File: config.mk
export PLATFORM = sky130hd
export DESIGN_NAME = jtag_axi_reg_slave
export DESIGN_NICKNAME = d
export VERILOG_FILES = /design/src/rtl/jtag_axi_pkg.sv /design/src/rtl/jtag_axi_reg_slave.sv
export SDC_FILE = /design/constraint.sdc
export NUM_CORES = 1
export LEC_CHECK = 0
export BUFFER_PORTS_ARGS = -buffer_cell sky130_fd_sc_hd__buf_4
export CORE_ASPECT_RATIO = 1.25
export CORE_MARGIN = 4
export CORE_UTILIZATION = 28
export DETAILED_ROUTE_END_ITERATION = 8
export PLACE_DENSITY_LB_ADDON = 0.25
export SYNTH_ARGS = -nofsm -noshare
export SYNTH_HDL_FRONTEND = slang
export SYNTH_SLANG_ARGS = --single-unit
File: constraint.sdc
create_clock -name sys_clk -period 4.05 [get_ports sys_clk]
set_clock_uncertainty 0.1 [all_clocks]
set_input_delay 0.2025 -clock sys_clk [delete_from_list [all_inputs] [get_ports sys_clk]]
set_output_delay 0.2025 -clock sys_clk [all_outputs]
set_load 0.02 [all_outputs]
File: src/rtl/jtag_axi_pkg.sv
// Shared definitions for the JTAG-AXI register slave: response codes, register map,
// channel FSM state types and the byte-strobe merge helper.
package jtag_axi_pkg;

   localparam logic [1:0] RESP_OKAY   = 2'b00;
   localparam logic [1:0] RESP_SLVERR = 2'b10;

   localparam logic [3:0] REG_CONTROL = 4'h0;
   localparam logic [3:0] REG_STATUS  = 4'h4;
   localparam logic [3:0] REG_DATA    = 4'h8;
   localparam logic [3:0] REG_TEST    = 4'hC;

   typedef enum logic {W_IDLE, W_RESP} wr_state_t;
   typedef enum logic {R_IDLE, R_DATA} rd_state_t;

   // Replace only the bytes of old_val whose strobe bit is set.
   function automatic logic [31:0] wstrb_merge(input logic [31:0] old_val,
                                               input logic [31:0] new_val,
                                               input logic [3:0]  strb);
      logic [31:0] merged;
      merged = old_val;
      for (int i = 0; i < 4; i++) begin
         if (strb[i]) merged[8*i +: 8] = new_val[8*i +: 8];
      end
      return merged;
   endfunction

endpackage

File: src/rtl/jtag_axi_reg_slave.sv
// AXI4-Lite register slave: CONTROL/DATA/TEST RW registers, read-only STATUS view,
// independent write and read channel FSMs, and B/R handshake counters on debug_gpio.
module jtag_axi_reg_slave
   import jtag_axi_pkg::*;
#(
   parameter int unsigned                AXI_ADDR_WIDTH = 32,
   parameter int unsigned                AXI_DATA_WIDTH = 32,
   parameter logic [AXI_ADDR_WIDTH-1:0] BASE_ADDR      = AXI_ADDR_WIDTH'(32'h43C00000)
) (
   input  logic                      sys_clk,
   input  logic                      sys_reset,
   input  logic [AXI_ADDR_WIDTH-1:0] s_axi_awaddr,
   input  logic                      s_axi_awvalid,
   output logic                      s_axi_awready,
   input  logic [31:0]               s_axi_wdata,
   input  logic [3:0]                s_axi_wstrb,
   input  logic                      s_axi_wvalid,
   output logic                      s_axi_wready,
   output logic [1:0]                s_axi_bresp,
   output logic                      s_axi_bvalid,
   input  logic                      s_axi_bready,
   input  logic [AXI_ADDR_WIDTH-1:0] s_axi_araddr,
   input  logic                      s_axi_arvalid,
   output logic                      s_axi_arready,
   output logic [31:0]               s_axi_rdata,
   output logic [1:0]                s_axi_rresp,
   output logic                      s_axi_rvalid,
   input  logic                      s_axi_rready,
   input  logic [31:0]               ext_status_reg,
   output logic [31:0]               control_reg_out,
   output logic [31:0]               data_reg_out,
   output logic [31:0]               test_reg_out,
   output logic                      interrupt_out,
   output logic [7:0]                debug_gpio
);

   localparam int unsigned AW = AXI_ADDR_WIDTH;
   localparam int unsigned DW = 32;
   localparam int unsigned CW = 4;

   if (AXI_DATA_WIDTH != DW) begin : g_dw_check
      $error("jtag_axi_reg_slave supports only AXI_DATA_WIDTH = 32");
   end
   if (AW <= 4) begin : g_aw_check
      $error("jtag_axi_reg_slave requires AXI_ADDR_WIDTH > 4");
   end
   if (BASE_ADDR[3:0] != 4'h0) begin : g_base_check
      $error("jtag_axi_reg_slave BASE_ADDR must be 16-byte aligned");
   end

   wr_state_t         wr_state_q, wr_state_d;
   rd_state_t         rd_state_q, rd_state_d;
   logic              aw_held_q, aw_held_d, w_held_q, w_held_d;
   logic [AW-1:0]     aw_addr_q, aw_addr_d;
   logic [DW-1:0]     w_data_q, w_data_d;
   logic [3:0]        w_strb_q, w_strb_d;
   logic              awready_q, awready_d, wready_q, wready_d, arready_q, arready_d;
   logic              bvalid_q, bvalid_d, rvalid_q, rvalid_d;
   logic [1:0]        bresp_q, bresp_d, rresp_q, rresp_d;
   logic [DW-1:0]     rdata_q, rdata_d;
   logic [DW-1:0]     control_q, control_d, data_q, data_d, test_q, test_d;
   logic [CW-1:0]     wr_cnt_q, wr_cnt_d, rd_cnt_q, rd_cnt_d;
   logic              aw_hs, w_hs, ar_hs;
   logic [1:0]        wr_resp, rd_resp;
   logic [3:0]        wr_off, rd_off;
   logic [DW-1:0]     rd_val;
   logic              unused_addr_bits;

   assign unused_addr_bits = ^{aw_addr_q[1:0], s_axi_araddr[1:0]};

   // Window hit check; writes to the read-only STATUS slot are rejected.
   function automatic logic [1:0] decode_resp(input logic [AW-1:0] addr, input logic is_write);
      if (addr[AW-1:4] != BASE_ADDR[AW-1:4]) return RESP_SLVERR;
      if (is_write && ({addr[3:2], 2'b00} == REG_STATUS)) return RESP_SLVERR;
      return RESP_OKAY;
   endfunction

   // Next-state and registered-output logic for both channels.
   always_comb begin
      wr_state_d = wr_state_q;
      rd_state_d = rd_state_q;
      aw_held_d  = aw_held_q;
      w_held_d   = w_held_q;
      aw_addr_d  = aw_addr_q;
      w_data_d   = w_data_q;
      w_strb_d   = w_strb_q;
      bvalid_d   = bvalid_q;
      bresp_d    = bresp_q;
      rvalid_d   = rvalid_q;
      rresp_d    = rresp_q;
      rdata_d    = rdata_q;
      control_d  = control_q;
      data_d     = data_q;
      test_d     = test_q;
      wr_cnt_d   = wr_cnt_q;
      rd_cnt_d   = rd_cnt_q;
      wr_resp    = RESP_OKAY;
      rd_resp    = RESP_OKAY;
      wr_off     = 4'h0;
      rd_off     = {s_axi_araddr[3:2], 2'b00};
      rd_val     = '0;
      aw_hs      = s_axi_awvalid && awready_q;
      w_hs       = s_axi_wvalid && wready_q;
      ar_hs      = s_axi_arvalid && arready_q;

      if (wr_state_q == W_IDLE) begin
         if (aw_hs) begin
            aw_held_d = 1'b1;
            aw_addr_d = s_axi_awaddr;
         end
         if (w_hs) begin
            w_held_d = 1'b1;
            w_data_d = s_axi_wdata;
            w_strb_d = s_axi_wstrb;
         end
         // Commit on the edge where the later of AW/W arrives.
         if (aw_held_d && w_held_d) begin
            wr_resp    = decode_resp(aw_addr_d, 1'b1);
            wr_off     = {aw_addr_d[3:2], 2'b00};
            bresp_d    = wr_resp;
            bvalid_d   = 1'b1;
            wr_state_d = W_RESP;
            if (wr_resp == RESP_OKAY) begin
               case (wr_off)
                  REG_CONTROL: control_d = wstrb_merge(control_q, w_data_d, w_strb_d);
                  REG_DATA:    data_d    = wstrb_merge(data_q, w_data_d, w_strb_d);
                  REG_TEST:    test_d    = wstrb_merge(test_q, w_data_d, w_strb_d);
                  default:     ;
               endcase
            end
         end
      end else if (s_axi_bready) begin
         bvalid_d   = 1'b0;
         aw_held_d  = 1'b0;
         w_held_d   = 1'b0;
         wr_cnt_d   = wr_cnt_q + CW'(1);
         wr_state_d = W_IDLE;
      end

      case (rd_off)
         REG_CONTROL: rd_val = control_q;
         REG_STATUS:  rd_val = ext_status_reg;
         REG_DATA:    rd_val = data_q;
         REG_TEST:    rd_val = test_q;
         default:     rd_val = '0;
      endcase

      if (rd_state_q == R_IDLE) begin
         if (ar_hs) begin
            rd_resp    = decode_resp(s_axi_araddr, 1'b0);
            rresp_d    = rd_resp;
            rdata_d    = (rd_resp == RESP_OKAY) ? rd_val : '0;
            rvalid_d   = 1'b1;
            rd_state_d = R_DATA;
         end
      end else if (s_axi_rready) begin
         rvalid_d   = 1'b0;
         rd_cnt_d   = rd_cnt_q + CW'(1);
         rd_state_d = R_IDLE;
      end

      awready_d = (wr_state_d == W_IDLE) && !aw_held_d;
      wready_d  = (wr_state_d == W_IDLE) && !w_held_d;
      arready_d = (rd_state_d == R_IDLE);
   end

   // State and output registers.
   always_ff @(posedge sys_clk) begin
      if (sys_reset) begin
         wr_state_q <= W_IDLE;
         rd_state_q <= R_IDLE;
         aw_held_q  <= 1'b0;
         w_held_q   <= 1'b0;
         aw_addr_q  <= '0;
         w_data_q   <= '0;
         w_strb_q   <= '0;
         awready_q  <= 1'b1;
         wready_q   <= 1'b1;
         arready_q  <= 1'b1;
         bvalid_q   <= 1'b0;
         bresp_q    <= RESP_OKAY;
         rvalid_q   <= 1'b0;
         rresp_q    <= RESP_OKAY;
         rdata_q    <= '0;
         control_q  <= '0;
         data_q     <= '0;
         test_q     <= '0;
         wr_cnt_q   <= '0;
         rd_cnt_q   <= '0;
      end else begin
         wr_state_q <= wr_state_d;
         rd_state_q <= rd_state_d;
         aw_held_q  <= aw_held_d;
         w_held_q   <= w_held_d;
         aw_addr_q  <= aw_addr_d;
         w_data_q   <= w_data_d;
         w_strb_q   <= w_strb_d;
         awready_q  <= awready_d;
         wready_q   <= wready_d;
         arready_q  <= arready_d;
         bvalid_q   <= bvalid_d;
         bresp_q    <= bresp_d;
         rvalid_q   <= rvalid_d;
         rresp_q    <= rresp_d;
         rdata_q    <= rdata_d;
         control_q  <= control_d;
         data_q     <= data_d;
         test_q     <= test_d;
         wr_cnt_q   <= wr_cnt_d;
         rd_cnt_q   <= rd_cnt_d;
      end
   end

   assign s_axi_awready   = awready_q;
   assign s_axi_wready    = wready_q;
   assign s_axi_arready   = arready_q;
   assign s_axi_bvalid    = bvalid_q;
   assign s_axi_bresp     = bresp_q;
   assign s_axi_rvalid    = rvalid_q;
   assign s_axi_rresp     = rresp_q;
   assign s_axi_rdata     = rdata_q;
   assign control_reg_out = control_q;
   assign data_reg_out    = data_q;
   assign test_reg_out    = test_q;
   assign interrupt_out   = control_q[0];
   assign debug_gpio      = {rd_cnt_q, wr_cnt_q};

endmodule

==> impl_summary.log, run 1 <==
INFO  metric area_growth = 40.2%
INFO  metric worstMarginPinSlew = 1.21 ns
INFO  metric nNetsFinal = 1418
INFO  metric post-route-period-util = 69.4%
INFO  metric highest_clock_frequency_the_design_can_meet = 0.356 GHz
INFO  metric ys.warnings.count = 0
INFO  metric overall_fraction_of_global_route_tracks_in_use = 17.2%
INFO  metric power.ir.vdd_worst = 0.233 mV
INFO  metric synth-async-reset-ratio = 0%
INFO  metric grt_max_degree = 106
INFO  metric drive_gt1_share = 32.1%
INFO  metric synth-seq-cells = 213
INFO  metric hold_class = in2reg
INFO  metric synth_edf_count = 0
INFO  metric insertion_delay = 0.52 ns
INFO  metric startpoint_kind_of_the_worst_setup_timing_path = flop
INFO  metric p_sw = 0.00154 W
INFO  metric drtAntennaViolNets = 0
INFO  metric combinational_family_with_the_most_area_after_synthesis = simple AND/OR/NAND/NOR gates
INFO  metric leakage_power_total = 5.66 nW
INFO  metric number_of_buffers_added_by_the_clock_tree_synthesis_step = 24
INFO  metric power.share.clock = 42.1%
INFO  metric floorplan.rows = 75
INFO  metric seq_area_frac_synth = 44.3%
INFO  metric floorplan.io_pins = 285
INFO  metric cts.sinks = 213
INFO  metric drt-wirelength-per-cell = 19.7 um
INFO  metric synthSimpleGateAreaFrac = 18.9%
INFO  metric synth.area.top_cells = dfxtp_1 44%, mux4_2 7.5%, nand2_1 4.8%
INFO  metric stdcell_count = 1718
INFO  metric post-cts-setup-buffer-count = 0
INFO  metric run_status = finished, final reports clean
INFO  metric netlist_instances = 973
INFO  metric max_cap_violations = 0
INFO  metric timing_hold_violations_final = 0
INFO  metric internal_power = 0.00397 W
INFO  metric clockRootBuffer = clkbuf_16
INFO  metric synth.cell_area = 9620 um2
INFO  metric critical_path_class = reg2reg
INFO  metric synth_top_area_cell = dfxtp_1
INFO  metric slew_viol_final = 0
INFO  metric final.min_clock_period = 2.81 ns
INFO  metric drt_iter0_drc = 471
INFO  metric drc_errors = 0
INFO  metric grt.overflow.total = 0
INFO  metric rsz0062_at_grt = no
INFO  metric post_synth_fa_ha_maj_area_fraction = 0.260%
INFO  metric routability_congestion = 0.802
INFO  metric route.detailed.vias_per_inst = 4.93
INFO  metric core-area = 33800 um2
INFO  metric finalSetupTns = 0 ns
INFO  metric share_comb_of_total_power = 16.9%
INFO  metric wirelength_routed = 33900 um
INFO  metric detailedPlacementHpwl = 23900 um
INFO  metric post-synth-top-area-fraction = 44.3%
INFO  metric port_buffers = 278
INFO  metric number_of_global_route_vias_before_repair = 8485
INFO  metric cts_max_path_buffers = 3
INFO  metric netlist-cell-type-count = 61
INFO  metric yosys_most_used_dff = dfxtp_1
INFO  metric power.share.switching = 27.9%
INFO  metric clk_pin_slew = 0.07 ns
INFO  metric cp.arrival = 3.12 ns
INFO  metric crit_path_required_time = 4.36 ns
INFO  metric h_tree_levels = 1
INFO  metric floorplan.die_area = 37400 um2
INFO  metric num_vias = 8478
INFO  metric initial_utilization = 28.5%
INFO  metric power_density = 408 nW/um2
INFO  metric path_max_fanout = 18
INFO  metric chipHeight = 215 um
INFO  metric p_seq_share = 41.0%
INFO  metric placedCellCount = 1616
INFO  metric syn_area_per_cell = 9.89 um2
INFO  metric synth_compound_area_share = 14.7%
INFO  metric fp.dieW = 174 um
INFO  metric firstDrtPassIters = 4
INFO  metric share_of_synthesized_area_spent_on_multiplexers = 17.6%
INFO  metric timing.critical_path.to_type = flop
INFO  metric tritoncts = yes
INFO  metric slew-limit-headroom = 19.5%
INFO  metric post_synth_xor_area_fraction = 0.455%
INFO  metric setup_violations = 0
INFO  metric grt_antenna_before_repair = 1
INFO  metric global_route_wire_length_before_repair = 50900 um
==> layout make-up <==
type | instances | area (um2)
Sequential cell | 213 | 4260
Multi-Input combinational cell | 673 | 5020
Inverter | 18 | 67.6
Clock buffer | 33 | 716
Timing Repair Buffer | 347 | 2770
Fill cell | 3364 | 20300
Antenna cell | 1 | 2.50
Tap cell | 423 | 529
Clock inverter | 10 | 128
==> critical path: stages, from the launching register on <==
cell and delay, ns:
dfxtp_1 0.31, nor4b_1 0.39, nand4_1 0.24, o22ai_4 0.64, buf_4 0.37, nand4_4 0.23
mux2_1 0.40
==> placed cells by master (no fill, tap or decap), types with 3 or more instances in the layout <==
cell type,instances
clkbuf_8,7
a221oi_1,14
xor2_1,4
a31oi_1,4
inv_1,18
clkbuf_16,25
mux2_2,15
nand3_1,10
dfxtp_1,213
bufinv_16,3
a311oi_1,25
a21oi_1,92
a41oi_1,4
nand4_4,5
mux2i_1,42
nand4_1,4
a21o_1,4
o21a_1,7
nor4b_1,4
nand2b_1,11
clkinv_2,6
a2111oi_4,3
nand2_2,3
nor2b_1,50
mux4_2,32
buf_4,287
nand2_1,122
dlygate4sd3_1,58
nor4_1,11
a22oi_1,32
nor2_1,97
mux2_1,33
==> worst paths after layout <==
path / to / slack [ns] / cells after the start / from
hold / removal: w_strb_q[2]$_SDFFE_PP0N_ / 0.03 / 5 / s_axi_wstrb[2]
setup / recovery: test_reg_out[8]$_SDFFE_PP0P_ / 1.24 / 6 / aw_addr_q[6]$_SDFFE_PP0N_
setup reg to reg: test_reg_out[8]$_SDFFE_PP0P_ / 1.24 / 6 / aw_addr_q[6]$_SDFFE_PP0N_
hold reg to reg: aw_addr_q[19]$_SDFFE_PP0N_ / 0.35 / 2 / aw_addr_q[19]$_SDFFE_PP0N_
==> state kept, by name, indices dropped and copies added (netlist names), 4 cells and up <==
signal / count
test_reg_out: 32
w_data_q: 32
w_strb_q: 4
control_reg_out: 32
s_axi_rdata: 32
rd_cnt_q: 4
aw_addr_q: 30
wr_cnt_q: 4
data_reg_out: 32
==> cell usage after synthesis, types with 11 or more instances <==
cell type    n
nor2b_1     50
a21oi_1     92
clkbuf_1    48
buf_2       11
a22oi_1     32
a311oi_1    25
nor2_1      99
nor4_1      12
dfxtp_1    213
nand2_1    123
mux2_2      15
nand2b_1    11
a221oi_1    14
mux2_1      33
mux2i_1     42
inv_1       18
mux4_2      32
==> per-layer routing <==
metal  GRT usage, %  routed length [um]  up-vias  part of all wire, %
met5              0                   0        -                    0
met4           5.68                1040        0                  3.1
met3           2.83                1700       43                  5.0
met2           30.8               17100      247                   51
met1           21.0               14000     4086                   41
li1               -                   -     4102                    -
==> per-stage QoR <==
step           setup WS [ns]  instance area (um2)  power, W  hold WS (ns)  util, %
6_report                1.24                13500   0.00550        0.0278     39.9
5_1_grt                 1.05                13500   0.00575        0.0363     39.9
4_1_cts                 1.16                13500   0.00559       0.00246     39.9
3_5_place_dp            1.19                12100   0.00320         0.346     35.7
3_3_place_gp            1.17                12100   0.00319         0.341     35.7
2_1_floorplan           1.90                 9630   0.00286         0.238        -
==> cell families (layout without fill, tap and decap cells) <==
logic type,count (synthesis),after routing
DFF,213,213
buffers and inverters,88,408
adders and majority gates,2,2
muxes,123,123
AOI/OAI and AO/OA,196,196
xor gates and xnor gates,5,5
and+or+nand+nor,345,345
other,1,3
==> power by group through the flow <==
stage,combinational [W],clock [W],sequential [W]
after global routing,0.00102,0.00246,0.00227
after CTS,0.000946,0.00239,0.00226
after global placement,0.000888,0,0.00230
after detailed placement,0.000896,0,0.00230
after floorplan,0.000556,0,0.00231
final,0.000929,0.00232,0.00226
==> repair_timing <==
action                    4_1_cts  5_1_grt
resized for setup               0        0
hold endpoints to repair       64        0
hold buffers                   58        0
(Power assumes the default switching activity.)
==> run 2: changes to the inputs <==
--- a/config.mk
+++ b/config.mk
@@ -5,6 +5,7 @@
 export SDC_FILE = /design/constraint.sdc
 export NUM_CORES = 1
 export LEC_CHECK = 0
+export ABC_AREA = 1
 export BUFFER_PORTS_ARGS = -buffer_cell sky130_fd_sc_hd__buf_4
 export CORE_ASPECT_RATIO = 1.25
 export CORE_MARGIN = 4
==> constraint.sdc (replaced) <==
create_clock -name sys_clk -period 2.46 [get_ports sys_clk]
set_clock_uncertainty 0.1 [all_clocks]
set_input_delay 0.123 -clock sys_clk [delete_from_list [all_inputs] [get_ports sys_clk]]
set_output_delay 0.123 -clock sys_clk [all_outputs]
set_load 0.02 [all_outputs]
==> run 2 against run 1 <==
- synthesized cell count up 57%
- clock power rose by 63%
- global-route usage grew 0.49 points
- area after synthesis up 6.9%
- largest power group is now sequential cells
==> impl_summary.log, run 2 <==
INFO  metric grt_antenna_before_repair = 3
INFO  metric initial_utilization = 28.3%
INFO  metric post-route-worst-setup-slack = 0.199 ns
INFO  metric drc_errors = 0
INFO  metric startpoint_kind_of_the_worst_setup_timing_path = flop
INFO  metric tritoncts = yes
INFO  metric clk_pin_slew = 0.06 ns
INFO  metric power.share.clock = 36.0%
INFO  metric port_buffers = 278
INFO  metric ff2ff_path_depth = 14
INFO  metric hold_ws = 0.0112 ns
INFO  metric path_max_fanout = 12
INFO  metric share_comb_of_total_power = 26.6%
INFO  metric drt_iter0_drc = 614
INFO  metric yosys_most_used_dff = dfxtp_1
INFO  metric crit_chain = nand2_4 -> buf_6 -> nand2_1 -> o21ai_1 -> nor2_2 -> nand3_2 -> nor2_4 -> nand3_2 -> buf_12 -> nor2_4 -> buf_6 -> nand3_1 -> nand2_1 -> nor2_1
INFO  metric rsz0062_at_grt = no
INFO  metric commonest_non_fill_non_tap_cell_in_the_layout = nand2_1
INFO  metric final_cell_mix = 433 x nand2_1, 315 x buf_4, 236 x nor2_1, 212 x dfxtp_1, 156 x inv_1
INFO  metric p_seq_share = 37.4%
INFO  metric dpl_worst_slack = 0.0551 ns
INFO  metric drt-wirelength-per-cell = 15.4 um
INFO  metric post-synth-top-area-fraction = 41.5%
INFO  metric most_instantiated_library_cell_after_synthesis = nand2_1
INFO  metric power_density = 704 nW/um2
INFO  metric ys.warnings.count = 0
INFO  metric wirelength_routed = 36900 um
INFO  metric insertion_delay = 0.53 ns
INFO  metric slowest_stage_cell_on_the_critical_path = dfxtp_2
INFO  metric grt.overflow.total = 0
INFO  metric synth_top_area_cell = dfxtp_1
INFO  metric synth_edf_count = 0
INFO  metric placedCellCount = 2251
INFO  metric floorplan.die_area = 39900 um2
INFO  metric chipHeight = 222 um
INFO  metric floorplan.io_pins = 285
INFO  metric area_growth = 45.3%
INFO  metric worstMarginPinSlew = 0.855 ns
INFO  metric synth.area.top_cells = dfxtp_1 41%, nand2_1 16%, nor2_1 8.7%
INFO  metric max_cap_violations = 0
INFO  metric number_of_buffers_added_by_the_clock_tree_synthesis_step = 25
INFO  metric h_tree_levels = 1
INFO  metric floorplan.rows = 78
INFO  metric timing_hold_violations_final = 0
INFO  metric drive_gt1_share = 22.0%
INFO  metric crit_path_required_time = 2.78 ns
INFO  metric global_route_wire_length_before_repair = 57400 um
INFO  metric detailedPlacementHpwl = 27300 um
INFO  metric hold_class = in2reg
INFO  metric run_status = finished, final reports clean
INFO  metric cp.arrival = 2.58 ns
INFO  metric fp.dieW = 179 um
INFO  metric setup_violations = 0
INFO  metric internal_power = 0.00705 W
INFO  metric netlist-cell-type-count = 38
INFO  metric firstDrtPassIters = 5
INFO  metric slowest_delay = 0.37 ns
INFO  metric slew_viol_final = 0
INFO  metric core-area = 36300 um2
INFO  metric syn_area_per_cell = 6.75 um2
INFO  metric leakage_power_total = 7.25 nW
INFO  metric synth.cell_area = 10300 um2
INFO  metric power.share.switching = 33.0%
INFO  metric timing.critical_path.to_type = flop
INFO  metric netlist_instances = 1524
INFO  metric power.ir.vdd_worst = 0.496 mV
INFO  metric nNetsFinal = 2031
INFO  metric number_of_global_route_vias_before_repair = 10300
INFO  metric cts_max_path_buffers = 3
INFO  metric post-route-period-util = 91.9%
INFO  metric synth-async-reset-ratio = 0%
INFO  metric post-cts-setup-buffer-count = 0
INFO  metric yosys-top-cells-count = 434 x nand2_1, 239 x nor2_1, 213 x dfxtp_1
INFO  metric layout.core_utilization = 41.2%
INFO  metric overall_fraction_of_global_route_tracks_in_use = 17.7%
INFO  metric seq_area_frac_synth = 41.5%
INFO  metric cts.sinks = 213
INFO  metric routability_congestion = 0.852
INFO  metric stdcell_count = 2391
INFO  metric synth-seq-cells = 213
INFO  metric grt_max_degree = 89
INFO  metric worstHoldPathCells = 5
INFO  metric drtAntennaViolNets = 0
INFO  metric highest_clock_frequency_the_design_can_meet = 0.442 GHz
INFO  metric num_vias = 10800
INFO  metric final.min_clock_period = 2.26 ns
INFO  metric critical_path_class = reg2reg
INFO  metric finalSetupTns = 0 ns
INFO  metric clockRootBuffer = clkbuf_16
INFO  metric p_sw = 0.00347 W
INFO  metric slew-limit-headroom = 43.0%
INFO  metric route.detailed.vias_per_inst = 4.51
## run 2: changes by cell type after synthesis, moves of 18 or more
cell / before / now
o211ai_1: 0 / 41
a21oi_1: 92 / 71
inv_1: 18 / 157
a22oi_1: 32 / 0
nor2b_1: 50 / 0
nand4_1: 4 / 46
nand3_1: 10 / 116
a311oi_1: 25 / 0
mux4_2: 32 / 0
mux2_1: 33 / 0
nor2_1: 99 / 239
nand2_1: 123 / 434
o21ai_0: 1 / 39
mux2i_1: 42 / 24
## run 2: cell type report
cell class | instances | area, um2
fillers | 3809 | 21400
multi-input cells | 1066 | 5050
flip-flops and latches | 213 | 4270
repair buffers | 423 | 3580
clock buffers | 36 | 737
inverters | 161 | 607
well taps | 480 | 601
clock inverters | 9 | 100
diodes | 3 | 7.51
## run 2: critical path: cells and delay by family (launching register included)
family                 cells  cell delay, ns
buffers and inverters      3            0.51
flip-flops                 1            0.37
AO/OA/AOI/OAI              1            0.11
AND/OR/NAND/NOR           10            1.04
## run 2: cells by family after synthesis
| family | after synthesis | synth area share [%] |
|---|---|---|
| simple gates | 879 | 37.1 |
| buf+inv | 246 | 9.77 |
| flops | 213 | 41.5 |
| compound gates | 159 | 9.01 |
| mux | 24 | 2.34 |
| fa+ha+maj | 2 | 0.243 |
| other cells | 1 | 0.0365 |
## run 2: final timing paths
path | startpoint | endpoint | slack (ns)
setup / recovery | s_axi_awready$_SDFF_PP1_ | data_reg_out[25]$_SDFFE_PP0P_ | 0.20
hold / removal | s_axi_wdata[28] | w_data_q[28]$_SDFFE_PP0N_ | 0.01
setup reg to reg | s_axi_awready$_SDFF_PP1_ | data_reg_out[25]$_SDFFE_PP0P_ | 0.20
hold reg to reg | s_axi_rdata[9]$_SDFFE_PP0P_ | s_axi_rdata[9]$_SDFFE_PP0P_ | 0.36
## run 2: metrics by stage
stage	instance area [um2]	power (W)
finish	14900	0.0105
global route	14900	0.0111
CTS	14900	0.0106
detailed placement	13200	0.00667
global placement	13200	0.00661
floorplan	10300	0.00579
## run 2: metal layers
metal / global-route usage [%] / routed length, um / vias up
li1: - / - / 5576
met1: 22.1 / 15700 / 4852
met2: 30.7 / 17700 / 301
met3: 3.62 / 2280 / 52
met4: 5.63 / 1120 / 0
met5: 0 / 0 / -
## run 2: power groups by stage
stage	registers [W]	logic, W	clock network, W
global route	0.00397	0.00315	0.00403
floorplan	0.00400	0.00179	0
detailed placement	0.00400	0.00267	0
CTS	0.00393	0.00281	0.00390
global placement	0.00399	0.00262	0
finish	0.00393	0.00280	0.00379
## run 2: timing repair
item / in CTS / in global routing
hold buffers: 92 / 0
endpoints found under the hold margin: 149 / 0
setup endpoints to repair: 0 / 86
gates resized for setup: 0 / 9
==> run 3: changes to the inputs <==
==> constraint.sdc (replaced) <==
create_clock -name sys_clk -period 2 [get_ports sys_clk]
set_clock_uncertainty 0.1 [all_clocks]
set_input_delay 0.1 -clock sys_clk [delete_from_list [all_inputs] [get_ports sys_clk]]
set_output_delay 0.1 -clock sys_clk [all_outputs]
set_load 0.02 [all_outputs]
==> run 3 against run 2 <==
- the run now ends with setup timing left
- flip-flop and latch count did not move
- sequential share of layout area decreased by 1.3 points
- worst setup slack lost 0.38 ns
- fmax increased by 3.6%
- power up 28%
- global-route usage rose by 0.32 points
- count of clock-buffer cells in the layout is 1 lower
- core utilization increased by 2.0 points
- first-iteration DRC count shrank 9.6%
- wire length up 1.9%
- critical path depth unchanged
- via count is 3.6% higher
- largest power group unchanged
==> impl_summary.log, run 3 (synthesized netlist as in run 2, its figures left out) <==
INFO  metric grt_max_degree = 89
INFO  metric drive_gt1_share = 25.3%
INFO  metric drtAntennaViolNets = 0
INFO  metric violations = setup timing
INFO  metric area_growth = 52.3%
INFO  metric firstDrtPassIters = 5
INFO  metric floorplan.io_pins = 285
INFO  metric number_of_global_route_vias_before_repair = 10900
INFO  metric finalSetupTns = -11.71 ns
INFO  metric route.detailed.vias_per_inst = 4.56
INFO  metric fp.dieW = 179 um
INFO  metric post-route-period-util = 109%
INFO  metric timing_hold_violations_final = 0
INFO  metric global_route_wire_length_before_repair = 58900 um
INFO  metric slew_viol_final = 0
INFO  metric grt.overflow.total = 0
INFO  metric setup_violations = 88
INFO  metric floorplan.die_area = 39900 um2
INFO  metric hp-start = s_axi_awaddr[3]
INFO  metric max_cap_violations = 0
INFO  metric cp.arrival = 2.54 ns
INFO  metric cts.sinks = 213
INFO  metric final.min_clock_period = 2.18 ns
INFO  metric routability_congestion = 0.849
INFO  metric critical_path_class = reg2reg
INFO  metric port_buffers = 278
INFO  metric grt_antenna_before_repair = 4
INFO  metric timing.rr.end = control_reg_out[12]$_SDFFE_PP0P_
INFO  metric timing.critical_path.to_type = flop
INFO  metric leakage_power_total = 7.60 nW
INFO  metric drc_errors = 0
INFO  metric reg2reg_slack = -0.18 ns
INFO  metric whs_endpoint = aw_addr_q[3]$_SDFFE_PP0N_
INFO  metric worstReg2RegStart = s_axi_awready$_SDFF_PP1_
INFO  metric overall_fraction_of_global_route_tracks_in_use = 18.0%
INFO  metric path_max_fanout = 23
INFO  metric cts_max_path_buffers = 3
INFO  metric floorplan.rows = 78
INFO  metric power_density = 859 nW/um2
INFO  metric post-route-worst-setup-slack = -0.183 ns
INFO  metric wirelength_routed = 37600 um
INFO  metric crit_path_required_time = 2.36 ns
INFO  metric run_status = finished with violations
INFO  metric startpoint_kind_of_the_worst_setup_timing_path = flop
INFO  metric core-area = 36300 um2
INFO  metric commonest_non_fill_non_tap_cell_in_the_layout = nand2_1
INFO  metric insertion_delay = 0.52 ns
INFO  metric worstMarginPinSlew = 0.502 ns
INFO  metric drt-wirelength-per-cell = 15.3 um
INFO  metric initial_utilization = 28.3%
INFO  metric power.ir.vdd_worst = 0.540 mV
INFO  metric chipHeight = 222 um
INFO  metric h_tree_levels = 1
INFO  metric number_of_buffers_added_by_the_clock_tree_synthesis_step = 24
INFO  metric dpl_worst_slack = -0.273 ns
INFO  metric hold_class = in2reg
INFO  metric slew-limit-headroom = 66.2%
INFO  metric ff2ff_path_depth = 14
INFO  metric tritoncts = yes
INFO  metric clockRootBuffer = clkbuf_16
INFO  metric nNetsFinal = 2090
INFO  metric detailedPlacementHpwl = 28400 um
INFO  metric highest_clock_frequency_the_design_can_meet = 0.458 GHz
INFO  metric worstHoldPathCells = 6
INFO  metric final_cell_mix = 420 x nand2_1, 356 x buf_4, 231 x nor2_1, 212 x dfxtp_1, 155 x inv_1
INFO  metric clk_pin_slew = 0.06 ns
INFO  metric rsz0062_at_grt = yes
INFO  metric num_vias = 11200
INFO  metric drt_iter0_drc = 555
run 3: cell types whose count changed in the layout (fill, tap and decap cells not counted), sizes merged:
cell         change
buf             +57
clkbuf           -1
clkinv           +1
clkinvlp         -2
diode            +2
dlygate4sd3      +3
run 3: metrics by stage:
| step | area [um2] | utilization (%) | std cells | total power [W] | hold WS (ns) |
|---|---|---|---|---|---|
| 3_5_place_dp | 13800 | 37.9 | 2308 | 0.00885 | 0.301 |
| 6_report | 15700 | 43.1 | 2451 | 0.0135 | 0.0330 |
| 4_1_cts | 15600 | 42.9 | 2446 | 0.0136 | 0.00359 |
| 2_1_floorplan | 10400 | - | 1525 | 0.00720 | 0.182 |
| 5_1_grt | 15700 | 43.1 | 2451 | 0.0143 | 0.0343 |
| 3_3_place_gp | 13800 | 37.9 | 2308 | 0.00880 | 0.289 |
run 3: power by group:
part / switching, W / internal [W] / leakage (nW)
logic: 0.00243 / 0.00173 / 5.47
clock network: 0.00180 / 0.00265 / 0.390
registers: 0.000205 / 0.00465 / 1.73
total: 0.00443 / 0.00903 / 7.60
run 3: what timing repair did:
action,in CTS,in global routing
resized for setup,24,15
setup buffers,0,0
setup endpoints to repair,96,108
hold buffers,95,0
hold endpoints to repair,185,0
pin swaps,4,2
run 3: metal layers:
layer | track usage (%) | wire length (um)
met5 | 0 | 0
met1 | 22.4 | 16100
met3 | 3.37 | 2210
met2 | 31.3 | 18000
met4 | 6.34 | 1180
run 3: worst max-delay path by stage:
stage                             start                          endpoint  slack, ns  cells after the start
5_1_grt        s_axi_awready$_SDFF_PP1_  control_reg_out[29]$_SDFFE_PP0P_      -0.33                     14
4_1_cts        s_axi_awready$_SDFF_PP1_     test_reg_out[19]$_SDFFE_PP0P_      -0.19                     14
2_1_floorplan  s_axi_awready$_SDFF_PP1_  control_reg_out[31]$_SDFFE_PP0P_      -0.09                     15
3_5_place_dp   s_axi_awready$_SDFF_PP1_     test_reg_out[19]$_SDFFE_PP0P_      -0.27                     14
6_report       s_axi_awready$_SDFF_PP1_  control_reg_out[12]$_SDFFE_PP0P_      -0.18                     14
3_3_place_gp   s_axi_awready$_SDFF_PP1_  control_reg_out[15]$_SDFFE_PP0P_      -0.21                     14
run 3: final cells by class:
| class | instances | area (um2) |
|---|---|---|
| antenna | 5 | 12.5 |
| clock buffer | 35 | 693 |
| clock inverter | 8 | 90.1 |
| fill | 3726 | 20600 |
| inverter | 161 | 607 |
| multi-input combinational | 1066 | 5200 |
| sequential | 213 | 4270 |
| tap | 480 | 601 |
| timing repair buffer | 483 | 4190 |
run 3: critical path: stages, from the launching register on:
cell,delay (ns)
dfxtp_4,0.36
nand2_4,0.09
buf_12,0.17
nand2_1,0.08
nand2_2,0.08
nand2_1,0.06
nor2_2,0.14
nand2_2,0.08
nor2_4,0.11
nand3_4,0.18
buf_6,0.20
nor3_4,0.13
buf_4,0.16
nor2_1,0.04
nor2_1,0.11
